==> src/rtl/ghost_turn_server.sv <==
`timescale 1ns/1ps
// Purpose: arbitrates turn requests from four ghosts and returns a new direction (chase Pac-Man or LFSR-random).
// Latency: request sampled at edge N -> turn_ack high after edge N+3; at least 5 cycles between successive grants.
// Backpressure: 4-phase req/ack; ack holds until the served request drops, other requests wait (level-sensitive).
//
// Ports:
//   clkdiv, rst            block clock, synchronous active-low reset
//   pac_x, pac_y           Pac-Man position
//   ghost_x/_y/_dir        per-ghost position and current (blocked) direction, packed per ghost
//   turn_req               per-ghost level request
//   turn_ack               one-hot acknowledge to the served ghost
//   turn_dir               granted direction (00 up, 01 down, 10 left, 11 right), valid with turn_ack
//   serve_idx              index of the ghost being served
//   busy                   high whenever the server is not idle
module ghost_turn_server #(
    parameter int          NUM_GHOSTS   = 4,
    parameter logic [15:0] LFSR_SEED    = 16'hACE1,
    parameter int          CHASE_THRESH = 8
) (
    input  logic                      clkdiv,
    input  logic                      rst,
    input  logic [9:0]                pac_x,
    input  logic [8:0]                pac_y,
    input  logic [NUM_GHOSTS*10-1:0]  ghost_x,
    input  logic [NUM_GHOSTS*9-1:0]   ghost_y,
    input  logic [NUM_GHOSTS*2-1:0]   ghost_dir,
    input  logic [NUM_GHOSTS-1:0]     turn_req,
    output logic [NUM_GHOSTS-1:0]     turn_ack,
    output logic [1:0]                turn_dir,
    output logic [1:0]                serve_idx,
    output logic                      busy
);

    // An all-zero Galois LFSR would lock up, so a zero seed is replaced.
    localparam logic [15:0] SEED_EFF = (LFSR_SEED == 16'h0000) ? 16'h0001 : LFSR_SEED;
    localparam logic [4:0]  THRESH   = 5'(CHASE_THRESH);

    typedef enum logic [1:0] {
        S_IDLE   = 2'd0,
        S_LATCH  = 2'd1,
        S_DECIDE = 2'd2,
        S_ACK    = 2'd3
    } state_t;

    state_t             state_q, state_d;
    logic [15:0]        lfsr_q;
    logic [15:0]        lfsr_nxt;
    logic [1:0]         rr_ptr_q;
    logic [1:0]         lat_dir_q;
    logic signed [10:0] dx_q;
    logic signed [9:0]  dy_q;
    logic [1:0]         res_q;

    // Round-robin pick
    logic               pick_vld;
    logic [1:0]         pick_idx;
    logic [1:0]         pick_cand;

    // Selected ghost view
    logic [9:0]         sel_gx;
    logic [8:0]         sel_gy;
    logic [1:0]         sel_dir;
    logic               req_held;
    logic signed [10:0] dx_now;
    logic signed [9:0]  dy_now;

    // Decision datapath
    logic [10:0]        abs_dx;
    logic [9:0]         abs_dy;
    logic               x_primary;
    logic [1:0]         x_cand, y_cand;
    logic               x_ok, y_ok;
    logic               chase_mode;
    logic [1:0]         rnd_dir;
    logic [1:0]         decide_dir;

    // Galois, right shift: the shifted-out bit folds the tap mask back in.
    assign lfsr_nxt = {1'b0, lfsr_q[15:1]} ^ (lfsr_q[0] ? 16'hB400 : 16'h0000);

    // First requester strictly after the last one served, wrapping mod 4.
    always_comb begin
        pick_vld  = 1'b0;
        pick_idx  = rr_ptr_q;
        pick_cand = rr_ptr_q;
        for (int i = 1; i <= 4; i++) begin
            pick_cand = rr_ptr_q + 2'(i);
            if (!pick_vld && turn_req[pick_cand]) begin
                pick_vld = 1'b1;
                pick_idx = pick_cand;
            end
        end
    end

    always_comb begin
        sel_gx  = ghost_x[9:0];
        sel_gy  = ghost_y[8:0];
        sel_dir = ghost_dir[1:0];
        case (serve_idx)
            2'd1: begin
                sel_gx  = ghost_x[19:10];
                sel_gy  = ghost_y[17:9];
                sel_dir = ghost_dir[3:2];
            end
            2'd2: begin
                sel_gx  = ghost_x[29:20];
                sel_gy  = ghost_y[26:18];
                sel_dir = ghost_dir[5:4];
            end
            2'd3: begin
                sel_gx  = ghost_x[39:30];
                sel_gy  = ghost_y[35:27];
                sel_dir = ghost_dir[7:6];
            end
            default: begin
                sel_gx  = ghost_x[9:0];
                sel_gy  = ghost_y[8:0];
                sel_dir = ghost_dir[1:0];
            end
        endcase
    end

    assign req_held = turn_req[serve_idx];

    // Zero-extended operands: 10/9-bit coordinates always fit 11/10-bit signed deltas.
    assign dx_now = {1'b0, pac_x} - {1'b0, sel_gx};
    assign dy_now = {1'b0, pac_y} - {1'b0, sel_gy};

    assign abs_dx = dx_q[10] ? (~dx_q + 11'd1) : dx_q;
    assign abs_dy = dy_q[9]  ? (~dy_q + 10'd1) : dy_q;

    // X wins ties on the primary axis.
    assign x_primary = (abs_dx >= {1'b0, abs_dy});

    assign x_cand = dx_q[10] ? 2'b10 : 2'b11;
    assign y_cand = dy_q[9]  ? 2'b00 : 2'b01;
    assign x_ok   = (dx_q != 11'sd0) && (x_cand != lat_dir_q);
    assign y_ok   = (dy_q != 10'sd0) && (y_cand != lat_dir_q);

    assign chase_mode = ({1'b0, lfsr_q[3:0]} < THRESH);

    // Random pick steps past the blocked direction so the result never repeats it.
    assign rnd_dir = (lfsr_q[5:4] == lat_dir_q) ? (lfsr_q[5:4] + 2'd1) : lfsr_q[5:4];

    always_comb begin
        decide_dir = rnd_dir;
        if (chase_mode) begin
            if (x_primary) begin
                if (x_ok)      decide_dir = x_cand;
                else if (y_ok) decide_dir = y_cand;
            end else begin
                if (y_ok)      decide_dir = y_cand;
                else if (x_ok) decide_dir = x_cand;
            end
        end
    end

    // Next-state: any drop of the served request before a grant abandons it.
    always_comb begin
        state_d = state_q;
        case (state_q)
            S_IDLE:   if (pick_vld) state_d = S_LATCH;
            S_LATCH:  state_d = req_held ? S_DECIDE : S_IDLE;
            S_DECIDE: state_d = req_held ? S_ACK    : S_IDLE;
            S_ACK:    if (!req_held) state_d = S_IDLE;
            default:  state_d = S_IDLE;
        endcase
    end

    always_ff @(posedge clkdiv) begin
        if (!rst) begin
            state_q   <= S_IDLE;
            lfsr_q    <= SEED_EFF;
            rr_ptr_q  <= 2'd3;
            serve_idx <= 2'd0;
            lat_dir_q <= 2'd0;
            dx_q      <= 11'sd0;
            dy_q      <= 10'sd0;
            res_q     <= 2'd0;
            turn_ack  <= '0;
            turn_dir  <= 2'd0;
        end else begin
            state_q <= state_d;
            lfsr_q  <= lfsr_nxt;
            case (state_q)
                S_IDLE: begin
                    if (pick_vld) begin
                        rr_ptr_q  <= pick_idx;
                        serve_idx <= pick_idx;
                    end
                end
                S_LATCH: begin
                    lat_dir_q <= sel_dir;
                    dx_q      <= dx_now;
                    dy_q      <= dy_now;
                end
                S_DECIDE: begin
                    res_q <= decide_dir;
                end
                S_ACK: begin
                    // turn_dir is only updated alongside a grant, so it keeps
                    // the last granted value once the ack drops.
                    if (req_held) begin
                        turn_ack <= NUM_GHOSTS'(1) << serve_idx;
                        turn_dir <= res_q;
                    end else begin
                        turn_ack <= '0;
                    end
                end
                default: ;
            endcase
        end
    end

    assign busy = (state_q != S_IDLE);

endmodule
==> config.mk <==
export PLATFORM = sky130hd
export DESIGN_NAME = ghost_turn_server
export DESIGN_NICKNAME = d
export VERILOG_FILES = /design/src/rtl/ghost_turn_server.sv
export SDC_FILE = /design/constraint.sdc
export NUM_CORES = 1
export LEC_CHECK = 0
export BUFFER_PORTS_ARGS = -buffer_cell sky130_fd_sc_hd__buf_4
export CAP_MARGIN = 0
export CORE_MARGIN = 2
export CORE_UTILIZATION = 48
export CTS_BUF_LIST = sky130_fd_sc_hd__clkbuf_4 sky130_fd_sc_hd__clkbuf_8 sky130_fd_sc_hd__clkbuf_16
export CTS_CLUSTER_DIAMETER = 100
export CTS_CLUSTER_SIZE = 25
export DETAILED_ROUTE_END_ITERATION = 8
export HOLD_SLACK_MARGIN = 0.08
export PLACE_DENSITY = 0.79
export SLEW_MARGIN = 30
export SYNTH_ARGS = -nofsm -noshare
export SYNTH_HDL_FRONTEND = slang
export SYNTH_SLANG_ARGS = --single-unit
export TNS_END_PERCENT = 10
==> constraint.sdc <==
create_clock -name clkdiv -period 3.04 [get_ports clkdiv]
set_input_delay 0.304 -clock clkdiv [delete_from_list [all_inputs] [get_ports clkdiv]]
set_output_delay 0.304 -clock clkdiv [all_outputs]
set_load 0.005 [all_outputs]
Yosys cells after proc, flatten, opt, wreduce, memory -nomap -nowiden --
Index checks and enable logic that the tools add are counted.
Operators by class: add/subtract/negate cells 8, magnitude comparators 7, eq/ne operators 11, shift-type cells 1, multiplexer cells 39, bitwise gates (word level) 3, reductions and logical operators 15
Operator list (number):
- $mux W2 | 15
- $pmux W10 S3 | 1
- $pmux W9 S3 | 1
- $mux W16 | 1
- $xor A15 B16 Y16 | 1
- $lt A2 B3 Y1 const B | 5
- $add A11 B1 Y11 const B | 1
- $ge A11 B10 Y1 | 1
- $mux W1 | 11
- $mux W11 | 1
- $not A11 Y11 | 1
- $reduce_bool A11 Y1 | 1
- $sub A10 B10 Y11 | 1
- $add A10 B1 Y10 const B | 1
- $bmux W1 S2 | 5
- $mux W10 | 1
- $not A10 Y10 | 1
- $reduce_bool A10 Y1 | 1
- $sub A9 B9 Y10 | 1
- $eq A2 B2 Y1 const B | 4
- $pmux W2 S4 | 1
- $pmux W2 S3 | 1
- $reduce_and A2 Y1 | 3
- $logic_and A1 B1 Y1 | 5
- 13 further kinds | 19
Word-level totals: register bits 53, input bits 109, output and inout port bits 9, word-level logic and storage cells 94

Longest topological paths before layout --
Gate-level depths: netlist (run 1).
depth in word-level cells 15, gate-level depth with buffers 13, depth with buffers taken out 13

Worst setup path after synthesis (run 1) --
OpenSTA, ideal clock, no wires.
path type flip-flop to flip-flop, start point register serve_idx[1], end point register dx_q[10], library setup time 0.122 ns, arrival 3.072 ns, required time 2.918 ns, path slack -0.154 ns, stages on the path, launching flop included 12, buffers on the path 2, period minus slack after synthesis 3.194 ns, cells stage by stage dfxtp_1 -> clkbuf_1 -> clkbuf_1 -> mux4_2 -> ha_1 -> fa_1 -> nor2b_1 -> o21a_1 -> o211ai_1 -> a31oi_1 -> a2111oi_0 -> o21bai_1
On the way: cells in the longest elaborated chain, start to end 3, elaborated cells between the ends (all ways) 5, classes of those cells 1 x add/sub; 3 x eq/ne; 1 x mux
RTL lines:
- start, declared | line 30 | output logic [1:0] serve_idx,
- start signal, assigned | line 188 | serve_idx <= pick_idx;
- $eq A2 B2 Y1 or $eq A2 B1 Y1 (tied branches) | line 98 | case (serve_idx)
- $pmux W10 S3 (*) | line 98
- $sub A10 B10 Y11 (*) | line 125 | assign dx_now = {1'b0, pac_x} - {1'b0, sel_gx};
- end signal, assigned | line 193 | dx_q <= dx_now;
- end, declared | line 50 | logic signed [10:0] dx_q;
Mark *: on every way between the ends. The rest lies on a longest branch, timed or not. A chain may end at the register's enable or synchronous reset.

Worst setup path after layout (run 1) --
start point register dx_q[1], end point register res_q[0]
On the way: cells in the longest elaborated chain, start to end 6, elaborated cells between the ends (all ways) 11, classes of those cells 1 x add/sub; 1 x order compare; 6 x mux; 1 x bitwise; 2 x reduce/logical
RTL lines:
- $not A11 Y11 or $reduce_bool A11 Y1 (tied branches) | line 128, 136
- $add A11 B1 Y11 or $logic_and A1 B1 Y1 (tied branches) | line 128, 136
- $mux W11 or $mux W2 (tied branches) | line 128, 152
- $ge A11 B10 Y1 or $mux W2 (tied branches) | line 132, 151
- $mux W2 (*) | line 147 | if (x_primary) begin
- $mux W2 (*) | line 146 | if (chase_mode) begin
- end signal, assigned | line 197 | res_q <= decide_dir;
- end, declared | line 52 | logic [1:0] res_q;
Marks and branches as above.

==> results of run 1 <==
layer usage:
layer	wire length [µm]	track usage, %	share of wire [%]
met1	4270	29.2	43
met2	5030	39.6	51
met3	476	2.77	4.8
met4	109	4.40	1.1
met5	0	0	0
worst max-delay path, delay by kind of cell (launching register included):
kind            cells  cell delay [ps]
compound gates      5              870
xor+xnor            1              160
fa+ha+maj           2              450
buf+inv             1               90
flops               1              340
mux                 1              250
simple gates        2              580
cell usage in the layout, fill, tap and decap left out, drive strengths merged, types with 3 or more instances in the layout:
cell type,instances
and2,13
nand2,53
a21oi,17
buf,124
a21o,5
o21a,8
and3,6
a21boi,9
nand3b,4
o21ai,25
ha,31
clkbuf,5
xnor2,15
inv,40
xor2,9
mux4,22
nor4b,3
nor3,11
o211ai,7
a31oi,4
o31ai,7
nand3,21
or3,3
nand2b,12
dfxtp,53
mux2i,7
nor2b,13
nor2,18
worst max path at each step:
stage,from,end
after global routing,dx_q[1],res_q[0]
after CTS,dx_q[1],res_q[0]
final,dx_q[1],res_q[0]
after detailed placement,dx_q[1],res_q[0]
after floorplan,serve_idx[1],dx_q[10]
after global placement,dx_q[0],res_q[0]
flip-flops by register name, summed over array words and instances, names as in the netlist:
register,count
dx_q,11
dy_q,10
lat_dir_q,2
lfsr_q,16
res_q,2
rr_ptr_q,2
serve_idx,2
state_q,2
turn_ack,4
turn_dir,2
power by group through the flow:
stage          Sequential [mW]  Combinational [mW]  Clock (mW)
6_report                 0.906                1.38       0.418
2_1_floorplan            0.859                1.02           0
3_5_place_dp             0.914                1.34           0
3_3_place_gp             0.907                1.28           0
5_1_grt                  0.921                1.54       0.455
4_1_cts                  0.898                1.36       0.427
cells by family after synthesis:
| group | count (synthesis) | share of synthesized area (%) |
|---|---|---|
| flops | 53 | 26.3 |
| xor+xnor | 24 | 5.22 |
| compound gates | 102 | 16.8 |
| simple gates | 167 | 21.4 |
| mux | 29 | 14.0 |
| buf+inv | 59 | 5.56 |
| fa+ha+maj | 33 | 10.6 |
area by class of cell:
cell class	instances	area, µm²
Timing Repair Buffer	124	931
Multi-Input combinational cell	355	2770
Inverter	38	143
Sequential cell	53	1060
Fill cell	702	3040
Clock inverter	3	25.0
Tap cell	105	131
Clock buffer	5	68.8
==> reports/qor.txt, run 1 <==
Avg Vias per Cell: 5.54
Post-Syn Nets: 609
Post-Synthesis Cell Area: 4030 µm²
Final min period: 2850 ps
Via count of the first global-routing pass: 3693
Power per Cell Area: 526 nW/µm²
Top-level I/O count: 118
Instance count after placement with tap cells included: 675
Worst slew slack as a fraction of its limit: 60.6%
Detailed Route WL: 9890 µm
Net Sw Power: 1.05 mW
Crit path max-delay cell type: or4b_4
Core Footprint: 8180 µm²
Clk_skew: 5.55 ps
Setup Slack @ Placement: -14.5 ps
Final RePlAce weighted congestion: 0.855
Post-detailed-route count of antenna-violating nets: 0
Final nets: 719
Final clock period utilization by the worst path: 93.7%
Terminus of the critical flop-to-flop path: res_q[0]
Final core occ: 62.8%
Total cell area at the placement stage: 5010 µm²
Depth of the worst register-to-register path: 12
Synth Area per Inst: 8.63 µm²
Number of enable-type register cells in the synthesized netlist: 0
Leading cell types by total area after synthesis: dfxtp_1 26%, mux4_2 12%, ha_1 9.6%, nand2_1 4.8%, inv_1 3.5%
CP most frequent cell: ha_1
Vertical extent of the die: 95.6 µm
Initial antenna violation count: 0
Startpoint of the worst hold path: turn_req[3]
TritonCTS clock tree: done
All-Layer GR Usage: 22.3%
Sum of net half-perimeters after detailed placement: 7990 µm
Number of maximum-capacitance violations: 0
Number of distinct library cell variants in the gate-level netlist after synthesis: 56
Launch instance of the worst register-to-register path: dx_q[1]
Cells after synthesis: 467
Number of port buffers: 117
Most frequent cell after synthesis: dfxtp_1
Slew at the pin with the worst max-slew slack: 591 ps
Detail-routed net length per standard cell: 14.5 µm
Share of total power in combinational logic: 51.0%
Portion of the post-synthesis area used by sequential elements: 26.3%
Sequence of cells on the critical path: inv_1 -> ha_1 -> or4b_4 -> o41ai_4 -> xnor2_1 -> ha_1 -> a21o_1 -> a21oi_1 -> nand2_1 -> a221oi_2 -> mux2i_1 -> o21ai_1
Register-to-register setup slack: 190 ps
Total power: 2.70 mW
Crit path kind: flop to flop
X dimension of the die: 95.6 µm
Worst EP arrival: 3060 ps
Achievable Freq: 351 MHz
CP Launch Type: flop
Category of the worst setup path capture point: flop
Final instance count without filler cells: 683
Hold Crit Endpoint: serve_idx[0]
Dominant cell type by area after synthesis: dfxtp_1
Length of the first detailed-routing pass in iterations: 4
Critical path's largest stage delay: 510 ps
Number of DRC violations after detailed routing: 0
Area Growth Syn to Fin: 27.4%
Buffers inserted by post-CTS timing repair: 0
Later-pin clock latency in the skew report: 310 ps
Final Cell Area: 5130 µm²
Class of the tightest hold or removal check: primary input to flop
Yosys top cell area share: 26.3%
Placement Rows: 33
Pins over their slew limit: 0
Finish-stage setup viols: 0
Number of diodes added for antenna fixing: 0
Final total negative setup slack: 0 ps
Sequential cell fraction of total power: 33.5%
Clock sink count: 53
Residual overflow from global routing: 0
IR drop worst, VDD: 0.000265 V
Prevailing post-synth register cell: dfxtp_1
Share of final-layout standard cells stronger than drive strength 1: 28.4%
Required time of the worst setup path: 3250 ps
Clock edge transition at the registers on the reported setup and hold paths: 100 ps
H-tree levels: 2
Pin count of the biggest net entering global routing: 66
Clk root buf: clkbuf_8
WHS Path Cells: 3
Number of buffers inserted by hold repair at cts: 0
Hold Fails Final Rpt: 0
Number of buffers inserted during clock tree synthesis: 5
Int Pwr: 1.65 mW
Least setup slack across all paths after layout: 190 ps
Max Fanout on Critical Path: 4
Ys Warns: 0
Reported leakage power: 2.31 nW
Most used standard cells in the synthesized netlist: 53 x dfxtp_1, 52 x nand2_1, 38 x inv_1, 31 x ha_1, 24 x o21ai_0
Synth Register Bits: 53
Unrepaired setup endpoints after global routing: false
Number of vias in the routed layout: 3786
Post-route worst hold slack: 318 ps
Run status: completed
Starting density of the core: 49.3%
Share of async-settable or async-resettable flops after synthesis: 0%
Maximum root-to-sink buffer count: 2
Net switching fraction of the power: 39.0%
Part of the power in the clock network: 15.5%
Initial DRC count: 196
Global-route wire length before repair: 16500 µm
Die area: 9140 µm²
Number of gates resized after cts: 1
Power figures use the tool's default switching activity.
==> run 2: changes to the inputs <==
==> constraint.sdc (replaced) <==
create_clock -name clkdiv -period 3.04 [get_ports clkdiv]
set_input_delay 0.456 -clock clkdiv [delete_from_list [all_inputs] [get_ports clkdiv]]
set_output_delay 0.456 -clock clkdiv [all_outputs]
set_load 0.005 [all_outputs]
==> run 2 against run 1 <==
Worst hold slack gained 100 ps. Total power grew 1.1%. Final cell count is the same. First-iteration DRC count shrank 13%. Routed wire length shrank 1.2%. Sequential share of layout area is essentially flat. Maximum frequency shrank 4.9%. Non-clock buffer count is the same. Clock power shrank 2%. Clock skew grew 4.3 ps. Critical path type unchanged.
==> reports/qor.txt, run 2 (synthesis gave the netlist of run 1 again) <==
Core Footprint: 8180 µm²
Final total negative setup slack: 0 ps
Commonest cells after routing, fill and taps aside: 124 x buf_4, 52 x nand2_1, 52 x dfxtp_1, 38 x inv_1, 30 x ha_1
Finish-stage setup viols: 0
Number of diodes added for antenna fixing: 0
Critical path's largest stage delay: 500 ps
Detail-routed net length per standard cell: 14.3 µm
Regs by FF count: lfsr_q x16, dx_q x11, dy_q x10
Worst slew slack as a fraction of its limit: 58.8%
Number of port buffers: 117
Global-route wire length before repair: 16100 µm
Number of buffers inserted during clock tree synthesis: 5
Final min period: 3000 ps
Number of maximum-capacitance violations: 0
Crit path max-delay family: compound AO/OA/AOI/OAI gates
Sum of net half-perimeters after detailed placement: 7780 µm
Length of the first detailed-routing pass in iterations: 4
Detailed Route WL: 9760 µm
Top-level I/O count: 118
Crit path kind: flop to flop
All-Layer GR Usage: 21.7%
Initial DRC count: 170
Buffering stage count on the worst path with inverters included: 1
Number of DRC violations after detailed routing: 0
Final Cell Area: 5130 µm²
Total cell area at the placement stage: 5010 µm²
IR drop worst, VDD: 0.000289 V
Vertical extent of the die: 95.6 µm
Run status: completed
Hold Fails Final Rpt: 0
Pin count of the biggest net entering global routing: 66
Initial antenna violation count: 0
Pins over their slew limit: 0
Area Growth Syn to Fin: 27.5%
Starting density of the core: 49.3%
Worst EP arrival: 3200 ps
H-tree levels: 2
Final core occ: 62.8%
Least setup slack across all paths after layout: 42.5 ps
Class of the tightest hold or removal check: flop to flop
Post-route worst hold slack: 421 ps
Most common cell after layout, fill and taps aside: buf_4
Via count of the first global-routing pass: 3632
X dimension of the die: 95.6 µm
Post-detailed-route count of antenna-violating nets: 0
Final RePlAce weighted congestion: 0.853
Residual overflow from global routing: 0
Slew at the pin with the worst max-slew slack: 617 ps
Clk_skew: 9.85 ps
Instance count after placement with tap cells included: 675
Maximum root-to-sink buffer count: 2
Crit path max-delay cell type: or4b_4
CP Launch Type: flop
Count of fill cells added during filler insertion: 701
Final instance count without filler cells: 683
Setup Slack @ Placement: -41.0 ps
Placement Rows: 33
Buffers inserted by post-CTS timing repair: 0
Total power: 2.73 mW
Achievable Freq: 334 MHz
Final nets: 719
TritonCTS clock tree: done
Final clock period utilization by the worst path: 98.6%
Top reg by flops: lfsr_q
Share of final-layout standard cells stronger than drive strength 1: 28.5%
Clock sink count: 53
Number of vias in the routed layout: 3802
Die area: 9140 µm²
Number of flip-flops in the largest register: 16
Power per Cell Area: 532 nW/µm²
Later-pin clock latency in the skew report: 310 ps
Required time of the worst setup path: 3240 ps
Max Fanout on Critical Path: 4
Avg Vias per Cell: 5.57
Clock edge transition at the registers on the reported setup and hold paths: 100 ps
Sequence of cells on the critical path: inv_1 -> ha_2 -> or4b_4 -> o41ai_2 -> xnor2_1 -> ha_1 -> a21o_1 -> a21oi_1 -> nand2_1 -> a221oi_4 -> mux2i_1 -> o21ai_1
Reported leakage power: 2.30 nW
Clk root buf: clkbuf_8
Category of the worst setup path capture point: flop
## run 2: final timing paths
check | cells after the start | end | start | slack [ps]
hold / removal | 1 | lfsr_q[11] | lfsr_q[12] | 420
setup / recovery | 12 | res_q[0] | dx_q[1] | 40
setup reg to reg | 12 | res_q[0] | dx_q[1] | 40
hold reg to reg | 1 | lfsr_q[11] | lfsr_q[12] | 420
## run 2: what timing repair did
item	4_1_cts	5_1_grt
endpoints found under the hold margin	0	0
hold buffers	0	0
resized for setup	1	4
setup endpoints to repair	2	5
## run 2: layout make-up
class / instances / area [µm²] / share of cell area (%)
Multi-Input combinational cell: 355 / 2770 / 54.0
Sequential cell: 53 / 1060 / 20.7
Timing Repair Buffer: 124 / 931 / 18.1
Inverter: 38 / 143 / 2.78
Tap cell: 105 / 131 / 2.56
Clock buffer: 5 / 68.8 / 1.34
Clock inverter: 3 / 25.0 / 0.487
## run 2: routing by layer
layer,part of all wire [%],track usage [%]
met1,43,28.7
met2,51,38.5
met3,4.9,2.53
met4,0.94,3.93
met5,0,0
## run 2: report_power, final
group	internal, mW	leakage [nW]	switching [mW]	total [mW]
logic	0.719	1.82	0.697	1.42
clock network	0.168	0.0452	0.242	0.410
registers	0.778	0.437	0.127	0.905
==> run 3: changes to the inputs <==
--- a/config.mk
+++ b/config.mk
@@ -15,6 +15,7 @@
 export DETAILED_ROUTE_END_ITERATION = 8
 export HOLD_SLACK_MARGIN = 0.08
 export PLACE_DENSITY = 0.79
+export REMOVE_ABC_BUFFERS = 1
 export SLEW_MARGIN = 30
 export SYNTH_ARGS = -nofsm -noshare
 export SYNTH_HDL_FRONTEND = slang
==> run 3 against run 2 <==
Core utilization rose by 0.90 points. Routed wire length shrank 1.7%. Worst hold slack lost 3.7 ps. Cell area up 1.4%. Via count shrank 0.66%. Total power rose by 5.7%. Critical path type unchanged. Highest routed layer unchanged.
==> reports/qor.txt, run 3 (synthesis gave the netlist of run 1 again) <==
Unrepaired setup endpoints after global routing: false
Detailed Route WL: 9600 µm
Sequential cell fraction of total power: 31.7%
Number of DRC violations after detailed routing: 0
X dimension of the die: 95.6 µm
TritonCTS clock tree: done
Sum of net half-perimeters after detailed placement: 7610 µm
Maximum root-to-sink buffer count: 2
Final min period: 2850 ps
Die area: 9140 µm²
Worst slew slack as a fraction of its limit: 58.9%
Run status: completed
Global-route wire length before repair: 15900 µm
Final clock period utilization by the worst path: 93.7%
Clk_skew: 4.11 ps
Most common cell after layout, fill and taps aside: buf_4
Clock edge transition at the registers on the reported setup and hold paths: 90 ps
Final Cell Area: 5210 µm²
All-Layer GR Usage: 21.5%
Finish-stage setup viols: 0
Number of buffers inserted during clock tree synthesis: 5
Setup Slack @ Placement: 42.4 ps
Initial antenna violation count: 0
Net switching fraction of the power: 36.4%
Number of port buffers: 117
Top reg by flops: lfsr_q
CP Launch Type: flop
Slew at the pin with the worst max-slew slack: 615 ps
Post-route worst hold slack: 417 ps
Pins over their slew limit: 0
Part of the power in the clock network: 19.4%
Net Sw Power: 1.05 mW
Crit path kind: flop to flop
Class of the tightest hold or removal check: flop to flop
Max Fanout on Critical Path: 4
IR drop worst, VDD: 0.000268 V
Pin count of the biggest net entering global routing: 35
Number of diodes added for antenna fixing: 0
Area taken by multi-input logic gates: 2780 µm²
Category of the worst setup path capture point: flop
Placement Rows: 33
Least setup slack across all paths after layout: 191 ps
Core Footprint: 8180 µm²
Number of buffers inserted by hold repair at cts: 0
Int Pwr: 1.84 mW
Number of flip-flops in the largest register: 16
Achievable Freq: 351 MHz
Worst EP arrival: 3060 ps
Power per Cell Area: 554 nW/µm²
Number of vias in the routed layout: 3777
Later-pin clock latency in the skew report: 310 ps
Reported leakage power: 2.35 nW
Count of fill cells added during filler insertion: 703
Share of final-layout standard cells stronger than drive strength 1: 29.4%
Clock sink count: 53
Required time of the worst setup path: 3250 ps
Total cell area at the placement stage: 5040 µm²
Starting density of the core: 49.3%
Final total negative setup slack: 0 ps
Share of total power in combinational logic: 48.9%
Vertical extent of the die: 95.6 µm
Area Growth Syn to Fin: 29.3%
Number of maximum-capacitance violations: 0
Clk root buf: clkbuf_8
Detail-routed net length per standard cell: 14.0 µm
Sequential cell area: 1060 µm²
Top-level I/O count: 118
Final RePlAce weighted congestion: 0.889
Initial DRC count: 168
Commonest cells after routing, fill and taps aside: 128 x buf_4, 52 x nand2_1, 52 x dfxtp_1, 37 x inv_1, 30 x ha_1
Regs by FF count: lfsr_q x16, dx_q x11, dy_q x10
Via count of the first global-routing pass: 3703
Residual overflow from global routing: 0
Final nets: 723
Hold Fails Final Rpt: 0
Post-detailed-route count of antenna-violating nets: 0
Length of the first detailed-routing pass in iterations: 6
H-tree levels: 2
Avg Vias per Cell: 5.50
-- run 3: cell type report --
class	count	share of cell area, %
clock buffer	5	1.32
clock inverter	3	1.25
inverter	38	2.74
multi-input combinational	355	53.3
sequential	53	20.4
tap	105	2.52
timing repair buffer	128	18.4
-- run 3: critical path, cell delays in order, from the launching register on --
cell and delay, ps:
dfxtp_1 340, inv_1 100, ha_2 190, or4b_4 500, o41ai_4 250, xnor2_1 180, ha_1 270, a21o_1 170
a21oi_2 130, nand2_1 70, a221oi_2 250, mux2i_1 220, o21ai_1 80
-- run 3: timing repair --
item / CTS / global route
pin swaps: 0 / 2
endpoints found under the setup margin: 2 / 2
cloned: 0 / 0
setup buffers: 0 / 1
gates resized for setup: 1 / 5
-- run 3: per-stage QoR --
stage	util [%]	power (mW)	std cells
floorplan	-	1.86	446
global placement	61.6	2.19	678
detailed placement	61.6	2.26	678
CTS	63.3	2.84	686
global route	63.7	3.11	687
finish	63.7	2.89	687
-- run 3: worst paths after layout --
| kind | start | to | slack [ps] | cells past startpoint |
|---|---|---|---|---|
| max | dx_q[1] | res_q[0] | 190 | 12 |
| min | lfsr_q[7] | lfsr_q[6] | 420 | 1 |
| max reg2reg | dx_q[1] | res_q[0] | 190 | 12 |
| min reg2reg | lfsr_q[7] | lfsr_q[6] | 420 | 1 |
-- run 3: routing by layer --
layer | track usage, % | vias to the layer above | share of wire [%]
li1 | - | 1903 | -
met1 | 26.4 | 1745 | 41
met2 | 38.3 | 111 | 52
met3 | 3.32 | 18 | 4.5
met4 | 7.02 | 0 | 2.2
met5 | 0 | - | 0
-- run 3: power by group through the flow --
stage | Clock, mW | Sequential [mW] | Combinational [mW]
detailed placement | 0 | 0.922 | 1.34
floorplan | 0 | 0.904 | 0.952
global route | 0.593 | 0.930 | 1.59
finish | 0.560 | 0.916 | 1.41
CTS | 0.566 | 0.908 | 1.36
global placement | 0 | 0.913 | 1.28
